--- src/rtl/uart_tx_fifo.sv ---
// 8N1 UART transmitter (LSB first) fed by a small circular write FIFO.
// The line idles high; consecutive queued bytes go out back-to-back with no idle gap.
module uart_tx_fifo #(
  parameter int CLKS_PER_BIT = 5208,
  parameter int FIFO_DEPTH   = 4,
  parameter int CNT_W        = 3
) (
  input  logic             clk,
  input  logic             reset,
  input  logic             wr_en,
  input  logic [7:0]       wr_data,
  output logic             full,
  output logic             overflow,
  output logic [CNT_W-1:0] fifo_count,
  output logic             busy,
  output logic             tx,
  output logic [1:0]       dbg_state_o
);

  localparam int PTR_W  = $clog2(FIFO_DEPTH);
  localparam int BAUD_W = $clog2(CLKS_PER_BIT);

  typedef enum logic [1:0] {
    S_IDLE  = 2'd0,
    S_START = 2'd1,
    S_DATA  = 2'd2,
    S_STOP  = 2'd3
  } state_t;

  state_t            state_q;
  logic [BAUD_W-1:0] baud_q;
  logic [2:0]        bit_idx_q;
  logic [7:0]        shift_q;
  logic              tx_q;
  logic              busy_q;

  logic [7:0]        mem_q [FIFO_DEPTH];
  logic [PTR_W-1:0]  wr_ptr_q, wr_ptr_d;
  logic [PTR_W-1:0]  rd_ptr_q, rd_ptr_d;
  logic [CNT_W-1:0]  count_q, count_d;
  logic              full_q, full_d;
  logic              ovf_q, ovf_d;

  logic              bit_done;
  logic              fifo_nonempty;
  logic              pop;
  logic              push;
  logic [7:0]        head;

  assign bit_done      = (baud_q == BAUD_W'(CLKS_PER_BIT - 1));
  assign fifo_nonempty = (count_q != '0);
  assign head          = mem_q[rd_ptr_q];

  // Write side has no ready: wr_en is a one-cycle push request, and full is the
  // only back-pressure. A push while full is accepted only if the FSM pops on
  // the same edge; otherwise the byte is dropped and overflow pulses.
  assign pop  = fifo_nonempty && ((state_q == S_IDLE) || ((state_q == S_STOP) && bit_done));
  assign push = wr_en && (!full_q || pop);

  always_comb begin
    wr_ptr_d = wr_ptr_q + PTR_W'(push);
    rd_ptr_d = rd_ptr_q + PTR_W'(pop);
    count_d  = count_q + CNT_W'(push) - CNT_W'(pop);
    full_d   = (count_d == CNT_W'(FIFO_DEPTH));
    ovf_d    = wr_en && full_q && !pop;
  end

  always_ff @(posedge clk) begin
    if (push) begin
      mem_q[wr_ptr_q] <= wr_data;
    end
  end

  always_ff @(posedge clk or posedge reset) begin
    if (reset) begin
      wr_ptr_q <= '0;
      rd_ptr_q <= '0;
      count_q  <= '0;
      full_q   <= 1'b0;
      ovf_q    <= 1'b0;
    end else begin
      wr_ptr_q <= wr_ptr_d;
      rd_ptr_q <= rd_ptr_d;
      count_q  <= count_d;
      full_q   <= full_d;
      ovf_q    <= ovf_d;
    end
  end

  // The baud counter restarts on every state change so each bit lasts exactly CLKS_PER_BIT cycles.
  always_ff @(posedge clk or posedge reset) begin
    if (reset) begin
      state_q   <= S_IDLE;
      baud_q    <= '0;
      bit_idx_q <= '0;
      shift_q   <= '0;
      tx_q      <= 1'b1;
      busy_q    <= 1'b0;
    end else begin
      case (state_q)
        S_IDLE: begin
          baud_q <= '0;
          tx_q   <= 1'b1;
          if (fifo_nonempty) begin
            shift_q <= head;
            tx_q    <= 1'b0;
            busy_q  <= 1'b1;
            state_q <= S_START;
          end
        end
        S_START: begin
          if (bit_done) begin
            baud_q    <= '0;
            bit_idx_q <= '0;
            tx_q      <= shift_q[0];
            state_q   <= S_DATA;
          end else begin
            baud_q <= baud_q + BAUD_W'(1);
          end
        end
        S_DATA: begin
          if (bit_done) begin
            baud_q <= '0;
            if (bit_idx_q == 3'd7) begin
              tx_q    <= 1'b1;
              state_q <= S_STOP;
            end else begin
              bit_idx_q <= bit_idx_q + 3'd1;
              shift_q   <= shift_q >> 1;
              tx_q      <= shift_q[1];
            end
          end else begin
            baud_q <= baud_q + BAUD_W'(1);
          end
        end
        S_STOP: begin
          if (bit_done) begin
            baud_q <= '0;
            if (fifo_nonempty) begin
              shift_q <= head;
              tx_q    <= 1'b0;
              state_q <= S_START;
            end else begin
              busy_q  <= 1'b0;
              state_q <= S_IDLE;
            end
          end else begin
            baud_q <= baud_q + BAUD_W'(1);
          end
        end
        default: begin
          baud_q  <= '0;
          tx_q    <= 1'b1;
          busy_q  <= 1'b0;
          state_q <= S_IDLE;
        end
      endcase
    end
  end

  assign tx          = tx_q;
  assign busy        = busy_q;
  assign full        = full_q;
  assign overflow    = ovf_q;
  assign fifo_count  = count_q;
  assign dbg_state_o = state_q;

endmodule

--- config.mk ---
export PLATFORM = sky130hd
export DESIGN_NAME = uart_tx_fifo
export DESIGN_NICKNAME = d
export VERILOG_FILES = /design/src/rtl/uart_tx_fifo.sv
export SDC_FILE = /design/constraint.sdc
export NUM_CORES = 1
export LEC_CHECK = 0
export BUFFER_PORTS_ARGS = -buffer_cell sky130_fd_sc_hd__buf_2
export CAP_MARGIN = 20
export CELL_PAD_IN_SITES_DETAIL_PLACEMENT = 1
export CELL_PAD_IN_SITES_GLOBAL_PLACEMENT = 2
export CORE_MARGIN = 2
export CORE_UTILIZATION = 39
export CTS_CLUSTER_SIZE = 16
export DETAILED_ROUTE_END_ITERATION = 8
export PLACE_DENSITY_LB_ADDON = 0.1
export SYNTH_ARGS = -nofsm -noshare
export SYNTH_HDL_FRONTEND = slang
export SYNTH_SLANG_ARGS = --single-unit
--- constraint.sdc ---
create_clock -name clk -period 2.8 [get_ports clk]
set_input_delay 0.56 -clock clk [delete_from_list [all_inputs] [get_ports clk]]
set_output_delay 0.56 -clock clk [all_outputs]
set_load 0.02 [all_outputs]
# Word-level counts from Yosys, hierarchy flattened
# Memories as Yosys holds them, arrays and structs flattened.
# Index checks and enable logic that the tools add are counted.
# word_totals
latchBits	0
ram_bits	32
mem_count	1
inputBits	11
rom_bits	0
output_inout_bits	9
wordCells	83
ff_bits	37
# classes
order_cmp	0
n_addsub	6
shifts	0
mux	31
n_mul	0
n_reduce_logical	20
n_bitwise	0
div	0
n_eq_ne	14
# memory_table
name	words	width	rd	rd_clocked_by_memory_dff	wr	line_no	rtl
mem_q	4	8	1	0	1	37	logic [7:0] mem_q [FIFO_DEPTH];
# ops
cell	count
$mux 8	4
$pmux 13 s2	1
$pmux 8 s3	1
$ne 2x2->1 const B	8
$reduce_and 4->1	4
$add 13x1->13 const B	1
$eq 13x13->1 const B	1
$mux 13	1
$mux 1	12
$mux 2	5
$mux 3	3
$pmux 2 s4	1
$eq 3x3->1 const B	2
$pmux 3 s2	1
$reduce_bool 3->1	2
$logic_and 1x1->1	5
$reduce_and 5->1	1
$add 2x1->2	2
$eq 2x2->1 const B	2
$pmux 1 s4	1
$reduce_bool 2->1	2
$add 3x1->3	1
$add 3x1->3 const B	1
$reduce_or 3->1	1
6 further kinds	8

# Depth between registers and ports, before layout
# Gate-level depths: netlist (run 1).
# depth
word_depth	9
depth_mapped	14

# Worst setup path before layout (run 1)
# Ideal clock, no wire load.
# synth_path
path_type	register to register
from	reg baud_q[9]
to	reg full_q (netlist: full)
required_ps	2712
n_path_buf	0
stages_incl_launch_ff	13
arrival_ps	2930
slack_ps	-218
setup_ps	88
period_less_slack_ps	3018
path_cell_list	dfrtp_1 or4b_1 o31a_2 o21ai_1 nand2_1 ha_1 inv_1 ha_1 inv_1 fa_1 xnor2_1 xnor2_1 nor3b_1
# synth_between
elab_chain_cells	9
# synth_rtl
item	line_no	rtl
from (decl)	31	logic [BAUD_W-1:0] baud_q;
from (signal assigned)	118	baud_q <= baud_q + BAUD_W'(1);
from (signal assigned)	133	baud_q <= baud_q + BAUD_W'(1);
from (signal assigned)	148	baud_q <= baud_q + BAUD_W'(1);
$eq 13x13->1 *	50	assign bit_done = (baud_q == BAUD_W'(CLKS_PER_BIT - 1));
$logic_and 1x1->1 *	57	assign pop = fifo_nonempty && ((state_q == S_IDLE) || ((state_q == S_STOP) && bit_done));
$logic_or 1x1->1 *	57	
$logic_and 1x1->1 *	57	
$logic_or 1x1->1	58	assign push = wr_en && (!full_q || pop);
$logic_and 1x1->1	58	
$add 3x1->3	63	count_d = count_q + CNT_W'(push) - CNT_W'(pop);
$sub 3x1->3 *	63	
named net count_d[2]	40	logic [CNT_W-1:0] count_q, count_d;
$eq 3x3->1 *	64	full_d = (count_d == CNT_W'(FIFO_DEPTH));
named net full_d	41	logic full_q, full_d;
to (signal assigned)	85	full_q <= full_d;
to (decl)	41	
# The timed path passes the listed nets; every way through them passes the cells marked *.
# A chain may end at the register's enable or synchronous reset.

# Worst setup path in the final report (run 1)
# layout_path
from	reg baud_q[5]
to	reg full_q (netlist: full)
# The elaborated chain is that of the path after synthesis.

==> results of run 1 <==
==> cell families after synthesis <==
group	count (synthesis)
fa+ha+maj	14
compound gates	26
buf+inv	20
xor+xnor	15
simple gates	58
mux	23
flops	69
==> power groups by stage <==
stage                     registers [mW]  clock network, mW  logic [mW]
after global placement              1.60                  0        1.52
after CTS                           1.59              0.846        1.57
final                               1.59              0.820        1.58
after floorplan                     1.57                  0        1.11
after global routing                1.64              0.883        1.75
after detailed placement            1.61                  0        1.53
==> final cells by class <==
cell class              instances  area [um^2]
fillers                       827         4036
flip-flops and latches         69         1888
multi-input cells             136         1267
repair buffers                 39        245.2
well taps                     102        127.6
clock buffers                   9        123.9
clock inverters                 7        73.82
inverters                      12        45.04
==> synth_stat cells, types with 2 or more instances <==
library cell,number
mux4_2,8
clkbuf_1,4
o311ai_0,2
nor3_1,2
nand2_1,7
and4_1,2
dfrtp_1,36
ha_1,13
edfxtp_1,32
nand4_1,3
xor2_1,5
inv_1,12
nor4_1,3
mux2_2,15
or3_1,2
and2_1,2
nand3_1,6
and4b_1,2
nor2_1,19
a22oi_1,2
a21oi_1,5
xnor2_1,10
nor4b_1,2
o21ai_0,7
buf_2,2
==> worst max-delay path: cells and delay by family, from the launching register on <==
kind                       cells  cell delay, ns
DFF                            1            0.38
adders and majority gates      3            0.69
and+or+nand+nor                3            0.80
AOI/OAI and AO/OA              2            0.55
xor gates and xnor gates       2            0.33
buffers and inverters          2            0.09
==> worst max-delay path by stage <==
stage | to | cells past startpoint | from
after floorplan | full | 12 | baud_q[7]
after global placement | full | 12 | baud_q[7]
after detailed placement | full | 12 | baud_q[7]
after CTS | full | 12 | baud_q[9]
after global routing | full | 12 | baud_q[5]
final | full | 12 | baud_q[5]
==> metrics by stage <==
| stage | utilization, % | hold slack, ns | area, um^2 | worst slack (ns) | total power, mW |
|---|---|---|---|---|---|
| final | 48.30 | 0.3361 | 3771 | -0.1272 | 3.982 |
| after global routing | 48.30 | 0.3802 | 3771 | -0.2228 | 4.267 |
| after CTS | 47.82 | 0.3469 | 3734 | -0.1293 | 4.004 |
| after detailed placement | 45.05 | 0.4875 | 3517 | -0.1326 | 3.145 |
| after global placement | 45.05 | 0.4838 | 3517 | -0.04581 | 3.120 |
| after floorplan | - | 0.4547 | 3203 | -0.06914 | 2.685 |
==> registers in the layout, indices dropped and copies added (netlist names) <==
register	cells
fifo_count	3
busy	1
baud_q	13
dbg_state_o	2
rd_ptr_q	2
mem_q	32
shift_q	8
wr_ptr_q	2
bit_idx_q	3
overflow	1
tx	1
full	1
==> routing by layer <==
metal	vias to the layer above	wire length [um]	track usage (%)
met5	-	0	0
met4	0	74	6.159
met3	5	131	3.451
met2	19	3045	25.60
met1	951	3261	22.16
li1	915	-	-
==> timing repair <==
action / 4_1_cts / 5_1_grt
gates resized for setup: 3 / 7
buffers inserted: 0 / 1
endpoints found under the setup margin: 1 / 3
hold buffers: 0 / 0
pin swaps: 3 / 7
==> cells in the final DEF (no fill, tap or decap), drive strengths merged, types with 3 or more instances in the layout <==
cell	netlist	layout
nor4	3	3
or3	3	3
xor2	5	5
nand4	3	3
a21oi	6	6
ha	13	13
mux2	15	15
xnor2	10	10
nand3	6	6
o21ai	8	8
clkbuf	4	9
dfrtp	36	36
inv	12	14
clkinv	0	3
nand2	7	7
nor2	19	19
mux4	8	8
edfxtp	32	32
buf	4	39
==> metrics.cfg, run 1 <==
[status]
violations=negative setup slack
status=finished with violations

[clock_network]
numCtsBuffers=9
clk_pin_slew_ns=0.08
cts-root-buf=clkbuf_8
cts.htree.levels=3
clock_latency_ns=0.34
clockBufferDepth=2
cts.sink_count=69
cts_tree=yes

[pwr]
p_sw_mw=1.409
vdd_drop_max_v=0.0005113
power_frac_seq_pct=39.8
p_int_mw=2.573
power_density_nw_per_um2=1056
swShare_pct=35.38
p_comb_share_pct=39.6
p_clk_share_pct=20.6
p_leak_nw=1.535

[drt]
antenna_left=0
via_count=1890
firstDrtPassIters=4
drcViolationCount=0
wl_per_cell_um=17.41
drt_iter0_markers=51
vias_per_cell=5.053
wl_um=6512

[yosys]
ys_seq_area_share_pct=59.41
syn_nets=250
synthArstFlopShare_pct=53.62
synthFlopType=dfrtp_1
yosysWarnings=0
yosys.area.top_type=edfxtp_1
synthMuxAreaShare_pct=10.98
synthXorXnorAreaFrac_pct=4.134
synth_edf_count=32
synth_area_leaders=edfxtp_1 (30%), dfrtp_1 (28%), mux4_2 (5.7%)
yosys.area_share.simple_pct=10.04
avgSynthCellArea_um2=14.12
syn_area_um2=3178
synth_top_family_by_area=multiplexers
synthAdderAreaFrac_pct=5.748
synth_compound_area_share_pct=6.654
ys_ff_latch=69
ys_types=47
synth_top_area_share_pct=30.24
synth_cells=225

[final_layout]
antenna_cells=0
syn_to_final_growth_pct=18.66
fin_nets=292
drive_gt1_share_pct=36.40
stdcell_count=374

[setup_path]
cp.required_ns=3.07
end_kind=flop
worstRegToRegCells=12
cp_max_fo=3
crit_arrival_ns=3.19
worst-setup-path-type=flop to flop
timing.rr.start=baud_q[5]
crit_slowest_cell=or4bb_1
cp_cell_sequence=or4bb_1 > o31a_4 > o21ai_4 > nand2_2 > ha_4 > inv_2 > ha_4 > inv_2 > fa_2 > xnor2_2 > xnor2_1 > nor3b_2
worstReg2RegEnd=full
start_kind=flop
r2r_slack_ns=-0.13
max_stage_delay_ns=0.55

[sta]
hold_viol=0
setup_tns_ns=-0.1272
slew_viol_final=0
max_slew_margin_pct=61.66
setup_viol=1
fin_crit_sh_pct=104.5
rsz0062_at_grt=true
fmax_mhz=341.6
fin_ws_ns=-0.1272
tightest_slew_ns=0.5752
fin_worst_skew_ns=0.009048
period_minus_slack_ns=2.927

[global_route]
grt_pass1_wl_um=10680
grt_pass1_vias=2087
grt_usage_pct=16.28
grt_overflow=0
antenna_found_initial=0
grt_max_degree=38

[place]
numPortBuffers=19
place_congestion=0.7554
dp_hpwl_um=4475
placed_cells=357

[hold_path]
holdCritPathClass=input pin to asynchronous set/reset pin

[floorplan]
die_h_um=94.27
start_util_pct=40.71
rows=32
die_w_um=94.27
die-area_um2=8887
core_area_um2=7807
pin_count=20

[job]
cap_violations=0

(Power assumes the default switching activity.)
==> inputs of run 2 (changes only) <==
Settings changed: CORE_UTILIZATION 39 to 25.
==> metrics.cfg, run 2 (synthesis gave the netlist of run 1 again) <==
[status]
status=finished with violations
violations=negative setup slack

[clock_network]
clock_latency_ns=0.34
ctsHoldBuffers=0
cts.sink_count=69
clk_pin_slew_ns=0.06
cts_tree=yes
clockBufferDepth=2
cts.htree.levels=3
numCtsBuffers=9
cts-root-buf=clkbuf_16

[drt]
drt_iter0_markers=80
wl_um=6995
antenna_left=0
vias_per_cell=4.272
firstDrtPassIters=4
drcViolationCount=0
via_count=1948
wl_per_cell_um=15.34

[sta]
period_minus_slack_ns=2.962
fin_worst_skew_ns=0.009050
setup_viol=2
holdWs_ns=0.3436
slew_viol_final=0
hold_viol=0
fmax_mhz=337.6
rsz0062_at_grt=true
tightest_slew_ns=0.5197
fin_ws_ns=-0.1621
fin_crit_sh_pct=105.8
max_slew_margin_pct=65.35

[setup_path]
worst-setup-path-type=flop to flop
r2r_slack_ns=-0.16
cp.required_ns=3.06
cp_max_fo=3
max_stage_delay_ns=0.53
end_kind=flop
crit_slowest_cell=or4bb_1
crit_buf_inv=2
cp_cell_sequence=or4bb_1 > o31a_2 > o21ai_4 > nand2_2 > ha_4 > inv_2 > ha_4 > inv_2 > fa_2 > xnor2_2 > xnor2_1 > nor3b_2
crit_arrival_ns=3.22
start_kind=flop
cp_top_family=simple AND/OR/NAND/NOR gates

[global_route]
grt_overflow=0
grt_max_degree=38
grt_pass1_vias=2054
grt_pass1_wl_um=11520
antenna_found_initial=0
grt_usage_pct=11.68

[final_layout]
multi_input_area_um2=1256
final_util_pct=32.21
nFillCells=1391
antenna_cells=0
register_area_um2=1888
fin_nets=304
drive_gt1_share_pct=38.03
top_regs=mem_q (32), baud_q (13), shift_q (8)
layout_common_cells=dfrtp_1 (36), edfxtp_1 (32), buf_4 (32), buf_2 (19), nor2_1 (18)
syn_to_final_growth_pct=26.85
top_register=mem_q
layout_commonest_cell=dfrtp_1
finalInstanceArea_um2=4031
largest_reg_flops=32

[place]
numPortBuffers=19
place_congestion=0.6509
dp_slack_ns=-0.1700
dp_hpwl_um=4942
post_dp_cell_area_um2=3680

[pwr]
p_sw_mw=1.484
power_density_nw_per_um2=1101
swShare_pct=33.43
p_leak_nw=1.601
p_int_mw=2.955
vdd_drop_max_v=0.0003202
total_power_mw=4.440
power_frac_seq_pct=34.4
p_clk_share_pct=25.3
p_comb_share_pct=40.2

[floorplan]
rows=41
core_area_um2=12520
pin_count=20
die-area_um2=13630
die_w_um=116.8
die_h_um=116.8
start_util_pct=25.39

[hold_path]
holdCritPathClass=input pin to asynchronous set/reset pin

[job]
cap_violations=0

==> run 2: metal layers <==
| layer | GRT usage (%) | routed length [um] |
|---|---|---|
| met5 | 0 | 0 |
| met1 | 16.44 | 3513 |
| met2 | 16.53 | 3185 |
| met3 | 2.958 | 166 |
| met4 | 6.118 | 129 |
==> run 2: area by class of cell <==
type                       instances  share of cell area (%)
sequential                        69                   46.83
multi-input combinational        136                   31.16
timing repair buffer              51                   8.318
clock buffer                      10                   5.680
tap                              172                   5.338
clock inverter                     6                   1.552
inverter                          12                   1.117
==> run 2: power groups by stage <==
stage	logic, mW	registers, mW	clock network (mW)
6_report	1.79	1.53	1.13
4_1_cts	1.79	1.54	1.16
3_3_place_gp	1.71	1.56	0
5_1_grt	2.00	1.57	1.21
2_1_floorplan	1.11	1.57	0
3_5_place_dp	1.72	1.56	0
==> run 2: final timing paths <==
path                       startpoint        endpoint  depth (start not counted)
setup / recovery            baud_q[5]            full                         12
hold / removal                  reset  dbg_state_o[1]                          3
setup reg to reg            baud_q[5]            full                         12
hold reg to reg            shift_q[6]      shift_q[6]                          1
max in group asynchronous       reset              tx                          3
min in group clk           wr_data[2]     mem_q[3][2]                          1
==> run 2: worst register-to-register path, stage by stage (launching register included) <==
cell	delay (ns)
dfrtp_1	0.37
or4bb_1	0.53
o31a_2	0.40
o21ai_4	0.18
nand2_2	0.09
ha_4	0.21
inv_2	0.06
ha_4	0.12
inv_2	0.04
fa_2	0.39
xnor2_2	0.14
xnor2_1	0.19
nor3b_2	0.18
==> run 2: through the flow <==
step	std cells	TNS (ns)
5_1_grt	456	-0.4669
2_1_floorplan	225	-0.06914
3_5_place_dp	437	-0.1730
6_report	456	-0.2563
3_3_place_gp	437	-0.07447
4_1_cts	455	-0.2357
==> run 2: timing repair <==
| item | CTS | global route |
|---|---|---|
| pin swaps | 2 | 7 |
| endpoints found under the setup margin | 2 | 3 |
| buffers inserted | 2 | 1 |
| gates resized for setup | 1 | 7 |
| gates cloned | 0 | 0 |
==> inputs of run 3 (changes only) <==
Settings changed: BUFFER_PORTS_ARGS -buffer_cell sky130_fd_sc_hd__buf_2 to not set, CTS_CLUSTER_DIAMETER set to 50, DONT_BUFFER_PORTS set to 1.
==> metrics.cfg, run 3 (synthesis gave the netlist of run 1 again) <==
[setup_path]
worst-setup-path-type=flop to flop
timing.rr.start=baud_q[5]
worstRegToRegCells=12
cp.required_ns=3.06
start_kind=flop
cp_top_family=simple AND/OR/NAND/NOR gates
cpMostUsedCell=ha_4
worstReg2RegEnd=full
cp_max_fo=3
crit_slowest_cell=or4bb_1
max_stage_delay_ns=0.53
crit_buf_inv=2
cp_cell_sequence=or4bb_1 > o31a_2 > o21ai_4 > nand2_2 > ha_4 > inv_4 > ha_4 > inv_2 > fa_2 > xnor2_2 > xnor2_1 > nor3b_2
end_kind=flop
r2r_slack_ns=-0.13
crit_arrival_ns=3.19

[sta]
setup_tns_ns=-0.1318
holdWs_ns=0.2369
period_minus_slack_ns=2.932
rsz0062_at_grt=true
fin_crit_sh_pct=104.7
setup_viol=1
fmax_mhz=341.1
hold_viol=0
tightest_slew_ns=0.6012
fin_worst_skew_ns=0.006534
fin_ws_ns=-0.1318
slew_viol_final=0
max_slew_margin_pct=59.92

[global_route]
grt_usage_pct=11.83
grt_pass1_wl_um=11560
grt_max_degree=38
antenna_found_initial=0
grt_overflow=0
grt_pass1_vias=2022

[clock_network]
clk_pin_slew_ns=0.06
cts.sink_count=69
cts.htree.levels=3
clock_latency_ns=0.34
cts_tree=yes
clockBufferDepth=2
numCtsBuffers=9
cts-root-buf=clkbuf_16

[drt]
vias_per_cell=4.331
wl_per_cell_um=16.25
antenna_left=0
firstDrtPassIters=4
via_count=1884
wl_um=7067
drcViolationCount=0
drt_iter0_markers=57

[final_layout]
syn_to_final_growth_pct=24.72
largest_reg_flops=32
layout_commonest_cell=dfrtp_1
top_regs=mem_q (32), baud_q (13), shift_q (8)
top_register=mem_q
drive_gt1_share_pct=33.84
stdcell_count=435
final_util_pct=31.67
fin_nets=283
antenna_cells=0
layout_common_cells=dfrtp_1 (36), edfxtp_1 (32), buf_4 (30), nor2_1 (18), mux2_2 (15)
finalInstanceArea_um2=3964
nFillCells=1355

[pwr]
power_density_nw_per_um2=1135
p_comb_share_pct=37.0
p_sw_mw=1.504
p_clk_share_pct=28.2
vdd_drop_max_v=0.0002687
p_int_mw=2.994
p_leak_nw=1.540
swShare_pct=33.44
total_power_mw=4.498
power_frac_seq_pct=34.8

[floorplan]
die_h_um=116.8
core_area_um2=12520
rows=41
die-area_um2=13630
pin_count=20
die_w_um=116.8
start_util_pct=25.39

[place]
numPortBuffers=0
dp_slack_ns=-0.1848
post_dp_cell_area_um2=3585
placed_cells=418
place_congestion=0.6579
dp_hpwl_um=4892

[status]
violations=negative setup slack
status=finished with violations

[hold_path]
holdCritPathClass=input pin to asynchronous set/reset pin

[job]
cap_violations=0

==> run 3: cell types whose count changed in the layout (fill, tap and decap cells not counted), moves of 2 or more <==
cell | previous run | this run
buf_2 | 19 | 0
buf_4 | 32 | 30
clkinv_4 | 0 | 2
clkinvlp_4 | 2 | 0
==> run 3: worst max-delay path by stage <==
stage	startpoint	end	cells after the start
CTS	baud_q[9]	full	12
global route	baud_q[5]	full	12
global placement	baud_q[7]	full	12
detailed placement	baud_q[7]	full	12
finish	baud_q[5]	full	12
floorplan	baud_q[7]	full	12
==> run 3: repair_timing <==
item,CTS,global route
hold buffers,0,0
gates resized for setup,1,8
endpoints found under the setup margin,2,3
cloned,0,0
pin swaps,3,7
setup buffers,0,1
==> run 3: layout make-up <==
cell class                 count  area, um^2  share of cell area, %
clock inverter                 7       106.4                  2.683
inverter                      12       47.55                  1.199
tap                          172       215.2                  5.429
sequential                    69        1888                  47.63
timing repair buffer          30       225.2                  5.682
multi-input combinational    136        1256                  31.69
clock buffer                   9       225.2                  5.682
==> run 3: power groups by stage <==
stage	registers [mW]	logic, mW	clock network [mW]
6_report	1.56	1.66	1.27
5_1_grt	1.62	1.85	1.35
4_1_cts	1.58	1.65	1.32
3_5_place_dp	1.60	1.62	0
3_3_place_gp	1.60	1.62	0
2_1_floorplan	1.57	1.11	0
==> run 3: layer usage <==
metal  up-vias  wire (um)  global-route usage (%)
met1       953       3418                   15.47
met3        12        227                   4.048
li1        900          -                       -
met5         -          0                       0
met4         0        147                   5.412
met2        19       3272                   17.73
